$ cat config.mk
export PLATFORM = sky130hd
export DESIGN_NAME = uart_reg_cmd_ctrl
export DESIGN_NICKNAME = d
export VERILOG_FILES = /design/src/rtl/uart_reg_cmd_ctrl_pkg.sv /design/src/rtl/uart_frame_timeout.sv /design/src/rtl/uart_reg_cmd_ctrl.sv
export SDC_FILE = /design/constraint.sdc
export NUM_CORES = 1
export LEC_CHECK = 0
export CAP_MARGIN = 15
export CORE_MARGIN = 10
export CORE_UTILIZATION = 45
export CTS_CLUSTER_DIAMETER = 80
export DETAILED_ROUTE_END_ITERATION = 12
export GPL_ROUTABILITY_DRIVEN = 0
export PLACE_DENSITY = 0.73
export SYNTH_ARGS = -nofsm -noshare
export SYNTH_HDL_FRONTEND = slang
export SYNTH_SLANG_ARGS = --single-unit
$ cat constraint.sdc
create_clock -name clk -period 3.8 [get_ports clk]
set_input_delay 0.38 -clock clk [delete_from_list [all_inputs] [get_ports clk]]
set_output_delay 0.38 -clock clk [all_outputs]
set_load 0.02 [all_outputs]
$ cat src/rtl/uart_reg_cmd_ctrl_pkg.sv
// Shared constants for the UART register command sequencer: state encoding,
// protocol bytes and the latched frame layout.
package uart_reg_cmd_ctrl_pkg;

  localparam logic [2:0] ST_IDLE      = 3'd0;
  localparam logic [2:0] ST_GET_ADDR  = 3'd1;
  localparam logic [2:0] ST_GET_DATA  = 3'd2;
  localparam logic [2:0] ST_DO_WRITE  = 3'd3;
  localparam logic [2:0] ST_DO_READ   = 3'd4;
  localparam logic [2:0] ST_WAIT_READ = 3'd5;
  localparam logic [2:0] ST_SEND      = 3'd6;
  localparam logic [2:0] ST_TX_GUARD  = 3'd7;

  localparam logic [7:0] CMD_WR  = 8'h57;
  localparam logic [7:0] CMD_RD  = 8'h52;
  localparam logic [7:0] RSP_ACK = 8'h4B;
  localparam logic [7:0] RSP_ERR = 8'h45;

  localparam int NUM_REGS = 64;

  typedef struct packed {
    logic [7:0] cmd;
    logic [7:0] addr;
    logic [7:0] data;
  } frame_t;

  // Full 8-bit compare, so 8'hFF never aliases onto a valid register.
  function automatic logic addr_ok(input logic [7:0] a, input int n);
    return int'({24'd0, a}) < n;
  endfunction

endpackage

$ cat src/rtl/uart_frame_timeout.sv
// Inter-byte timeout: reloads on clr, counts down while enabled, and flags
// expiry on the cycle it has sat at zero without being cleared.
module uart_frame_timeout #(
  parameter int CYCLES = 100000
) (
  input  logic clk,
  input  logic reset,
  input  logic clr,
  input  logic en,
  output logic expire
);
  localparam int W = $clog2(CYCLES + 1);
  localparam logic [W-1:0] LOAD = W'(CYCLES - 1);

  logic [W-1:0] cnt;

  always_ff @(posedge clk) begin
    if (reset)                  cnt <= '0;
    else if (clr)               cnt <= LOAD;
    else if (en && cnt != '0)   cnt <= cnt - 1'b1;
  end

  assign expire = en & ~clr & (cnt == '0);

endmodule

$ cat src/rtl/uart_reg_cmd_ctrl.sv
// Parses 'W',addr,data / 'R',addr frames from UART RX, drives the register
// file strobes and returns a single response byte to UART TX.
module uart_reg_cmd_ctrl #(
  parameter int NUM_REGS       = uart_reg_cmd_ctrl_pkg::NUM_REGS,
  parameter int TIMEOUT_CYCLES = 100000
) (
  input  logic       clk,
  input  logic       reset,
  input  logic [7:0] rx_data,
  input  logic       rx_valid,
  input  logic       tx_busy,
  output logic [7:0] tx_data,
  output logic       tx_start,
  output logic       rf_we,
  output logic [7:0] rf_w_addr,
  output logic [7:0] rf_w_data,
  output logic       rf_re,
  output logic [7:0] rf_r_addr,
  input  logic [7:0] rf_r_data,
  output logic       busy,
  output logic       err_pulse
);
  import uart_reg_cmd_ctrl_pkg::*;

  logic [2:0] state;
  frame_t     frm;
  logic [7:0] rsp;
  logic [7:0] tx_q;
  logic       wait_st, overrun, to_clr, to_exp;

  assign wait_st = (state == ST_GET_ADDR) || (state == ST_GET_DATA);
  assign overrun = rx_valid && !wait_st && (state != ST_IDLE);
  assign to_clr  = ~wait_st | rx_valid;

  uart_frame_timeout #(.CYCLES(TIMEOUT_CYCLES)) u_timeout (
    .clk    (clk),
    .reset  (reset),
    .clr    (to_clr),
    .en     (wait_st),
    .expire (to_exp)
  );

  assign busy     = (state != ST_IDLE);
  assign rf_we    = (state == ST_DO_WRITE);
  assign rf_re    = (state == ST_DO_READ);
  assign tx_start = (state == ST_SEND) && !tx_busy;
  // tx_q keeps the last sent byte so tx_data stays put while TX is busy.
  assign tx_data  = tx_start ? rsp : tx_q;

  always_ff @(posedge clk) begin
    if (reset) begin
      state     <= ST_IDLE;
      frm       <= '0;
      rsp       <= '0;
      tx_q      <= '0;
      rf_w_addr <= '0;
      rf_w_data <= '0;
      rf_r_addr <= '0;
      err_pulse <= 1'b0;
    end else begin
      err_pulse <= overrun;
      case (state)
        ST_IDLE: if (rx_valid) begin
          if (rx_data == CMD_WR || rx_data == CMD_RD) begin
            frm.cmd <= rx_data;
            state   <= ST_GET_ADDR;
          end else begin
            rsp       <= RSP_ERR;
            err_pulse <= 1'b1;
            state     <= ST_SEND;
          end
        end
        ST_GET_ADDR: begin
          if (rx_valid) begin
            frm.addr <= rx_data;
            if (frm.cmd == CMD_WR) begin
              state <= ST_GET_DATA;
            end else if (addr_ok(rx_data, NUM_REGS)) begin
              rf_r_addr <= rx_data;
              state     <= ST_DO_READ;
            end else begin
              rsp       <= RSP_ERR;
              err_pulse <= 1'b1;
              state     <= ST_SEND;
            end
          end else if (to_exp) begin
            frm       <= '0;
            err_pulse <= 1'b1;
            state     <= ST_IDLE;
          end
        end
        ST_GET_DATA: begin
          if (rx_valid) begin
            frm.data <= rx_data;
            if (addr_ok(frm.addr, NUM_REGS)) begin
              rf_w_addr <= frm.addr;
              rf_w_data <= rx_data;
              state     <= ST_DO_WRITE;
            end else begin
              rsp       <= RSP_ERR;
              err_pulse <= 1'b1;
              state     <= ST_SEND;
            end
          end else if (to_exp) begin
            frm       <= '0;
            err_pulse <= 1'b1;
            state     <= ST_IDLE;
          end
        end
        ST_DO_WRITE: begin
          rsp   <= RSP_ACK;
          state <= ST_SEND;
        end
        ST_DO_READ:  state <= ST_WAIT_READ;
        ST_WAIT_READ: begin
          rsp   <= rf_r_data;
          state <= ST_SEND;
        end
        ST_SEND: if (!tx_busy) begin
          tx_q  <= rsp;
          state <= ST_TX_GUARD;
        end
        default: state <= ST_IDLE;
      endcase
    end
  end

endmodule

==> out/metrics.csv <==
metric,value,unit
cts repair resizes,0,
diodes inserted,0,
Cell Int Power,1460,uW
Syn Nets,393,
antenna violations before repair,0,
setup repair bufs after CTS,0,
# setup viols final,0,
post-synth top area cell,dfxtp_1,
Logic pwr share,26.1,%
Pleak,0.00153,uW
drt via density,5.40,
status,completed,
Final Skew,0.0105,ns
Synth Flop Type,dfxtp_1,
critical path class,flip-flop to output port,
unrepaired setup endpoints after global routing,false,
Netlist cell types,54,
hold buffers post-CTS,0,
crit path max fanout,19,
clk slew on worst S/H paths,0.08,ns
Tcrit/Tclk final,85.1,%
post-synthesis register bit count,77,
Synth top cells by count,"dfxtp_1 (77), nand2_1 (52), a21oi_1 (32), nor2_1 (32), o21ai_0 (15)",
Final Hold Vio Count,0,
Worst Setup End Kind,output port,
Worst-Margin Slew,0.744,ns
Clock Power Share,29.0,%
mapped cell area,0.00333,sq mm
antenna-violating nets left,0,
startpoint types,flip-flop,
Total Negative Setup Slacks,0,ns
Hold Path Class,flip-flop to flip-flop,
die area,0.0112,sq mm
Tot Pwr,2170,uW
Post-synth EDFFs,0,
final wirelength,8010,um
hpwl dp,5630,um
NetSw,713,uW
clk buf depth,2,
number of CTS-inserted buffers,9,
slew margin rel.,50.4,%
area grow syn2layout,24.8,%
top post-synthesis cells by area,"dfxtp_1 (46%), nand2_1 (5.9%), a21oi_1 (4.8%), nor2_1 (3.6%), mux2_2 (2.7%)",
switching share of power,32.9,%
H-tree level count,3,
die height,106,um
"Req. time, crit path",3.42,ns
post-synthesis sequential area ratio,46.3,%
1st-pass router iterations,4,
Die X,106,um
Yosys top cell area share,46.3,%
total grt overflow,0,
Max Cap Viol,0,
maximum vdd ir drop,0.299,mV
Core ar.,0.00721,sq mm
final slew viol count,0,
Routed WL per cell,15.2,um
first-pass GRT wire length,13200,um
Fmax,309,MHz
Mean Syn Cell Area,8.98,sq um
Sequential Power Share,45.0,%
row cnt,31,
largest net degree at the start of global routing,40,
CTS root buffer,clkbuf_8,
most numerous cell in the Yosys netlist,dfxtp_1,
DRC errors left,0,
CTS tree,yes,
pwr dens,522,mW/mm^2
YS warnings,0,
via count,2839,
vias in the first global route,2760,
port bufs,56,
DRT iter0 DRCs,127,
worst skew pair latency,0.35,ns
Nets,444,
Starting Density,46.2,%
Sink Count,77,
synthesized instance count,371,
# IOs,57,
min Tclk post-route,3.23,ns
GRT Total Usage,14.1,%
post-synthesis async set-or-reset flop share,0,%
Layout fillers,658,
layout cells sized above 1,9.37,%
Worst EP arrival,2.85,ns
## worst max-delay path, cell delays in order (launching register included)
cell and delay, ns:
dfxtp_1 0.75, nand2_1 0.20, nor3_2 0.59, mux2_2 0.42
clkdlybuf4s50_1 0.54
## layer usage
layer,track usage (%),wire [um]
met5,0,0
met4,3.19,67
met3,6.58,565
met2,22.1,3710
met1,17.1,3670
## power groups by stage
| stage | clock (uW) | sequential (uW) | combinational [uW] |
|---|---|---|---|
| 2_1_floorplan | 0 | 948 | 425 |
| 3_3_place_gp | 0 | 987 | 555 |
| 3_5_place_dp | 0 | 991 | 562 |
| 4_1_cts | 643 | 973 | 566 |
| 5_1_grt | 673 | 986 | 622 |
| 6_report | 629 | 976 | 565 |
## flip-flops by register name (all words and copies together) (netlist names)
name and flops:
u_timeout.cnt 17, rf_r_addr 8, frm 16, rf_w_data 8
err_pulse 1, rf_w_addr 8, state 3, tx_q 8
rsp 8
## final timing paths
check / from / to / slack (ns) / depth (start not counted)
worst max register to register: state[0]$_SDFFE_PP0P_ / rf_r_addr[2]$_SDFFE_PP0P_ / 1.50 / 5
worst max-delay path: state[2]$_SDFFE_PP0P_ / tx_data[2] / 0.57 / 4
worst min-delay path: rf_w_data[1]$_SDFFE_PP0P_ / rf_w_data[1]$_SDFFE_PP0P_ / 0.45 / 2
worst min register to register: rf_w_data[1]$_SDFFE_PP0P_ / rf_w_data[1]$_SDFFE_PP0P_ / 0.45 / 2
## final cells by class
class | instances | area [sq um] | share of cell area, %
repair buffers | 58 | 576 | 13.8
multi-input cells | 268 | 1680 | 40.5
inverters | 8 | 30.0 | 0.722
well taps | 99 | 124 | 2.98
clock buffers | 13 | 159 | 3.82
flip-flops and latches | 77 | 1540 | 37.1
clock inverters | 3 | 43.8 | 1.05
## cell families (layout without fill, tap and decap cells)
kind of cell	after synthesis	count (layout)	synth area share, %
AO/OA/AOI/OAI	82	82	16.2
XOR/XNOR	12	12	3.16
adder cells (fa/ha/maj)	2	2	0.751
buffers and inverters	26	82	3.16
flip-flops	77	77	46.3
multiplexers	16	16	5.11
AND/OR/NAND/NOR	156	156	25.3
## stage by stage
step                      instances  cell area [sq um]  util, %  setup WS (ns)  hold WS (ns)
after floorplan                 371               3330        -           1.75         0.420
after global placement          510               3960     54.8           1.07         0.435
after detailed placement        510               3960     54.8          0.981         0.436
after CTS                       526               4160     57.6          0.550         0.458
after global routing            526               4160     57.6          0.360         0.476
final                           526               4160     57.6          0.567         0.454
## layout by cell type (no fill, tap or decap), types with 5 or more instances in the layout
cell type / synthesis / routed
inv_1: 8 / 8
clkdlybuf4s50_1: 0 / 56
mux2_2: 8 / 8
nor3_1: 7 / 7
a21oi_1: 32 / 32
clkbuf_8: 0 / 11
xor2_1: 6 / 6
nor2_1: 32 / 32
xnor2_1: 6 / 6
a22o_1: 8 / 8
dfxtp_1: 77 / 77
mux2i_1: 8 / 8
and2_1: 13 / 13
nand3_1: 5 / 5
nand2_1: 52 / 52
and3_1: 6 / 6
o21ai_0: 15 / 15
No activity file was read; power rests on OpenSTA's default activity.
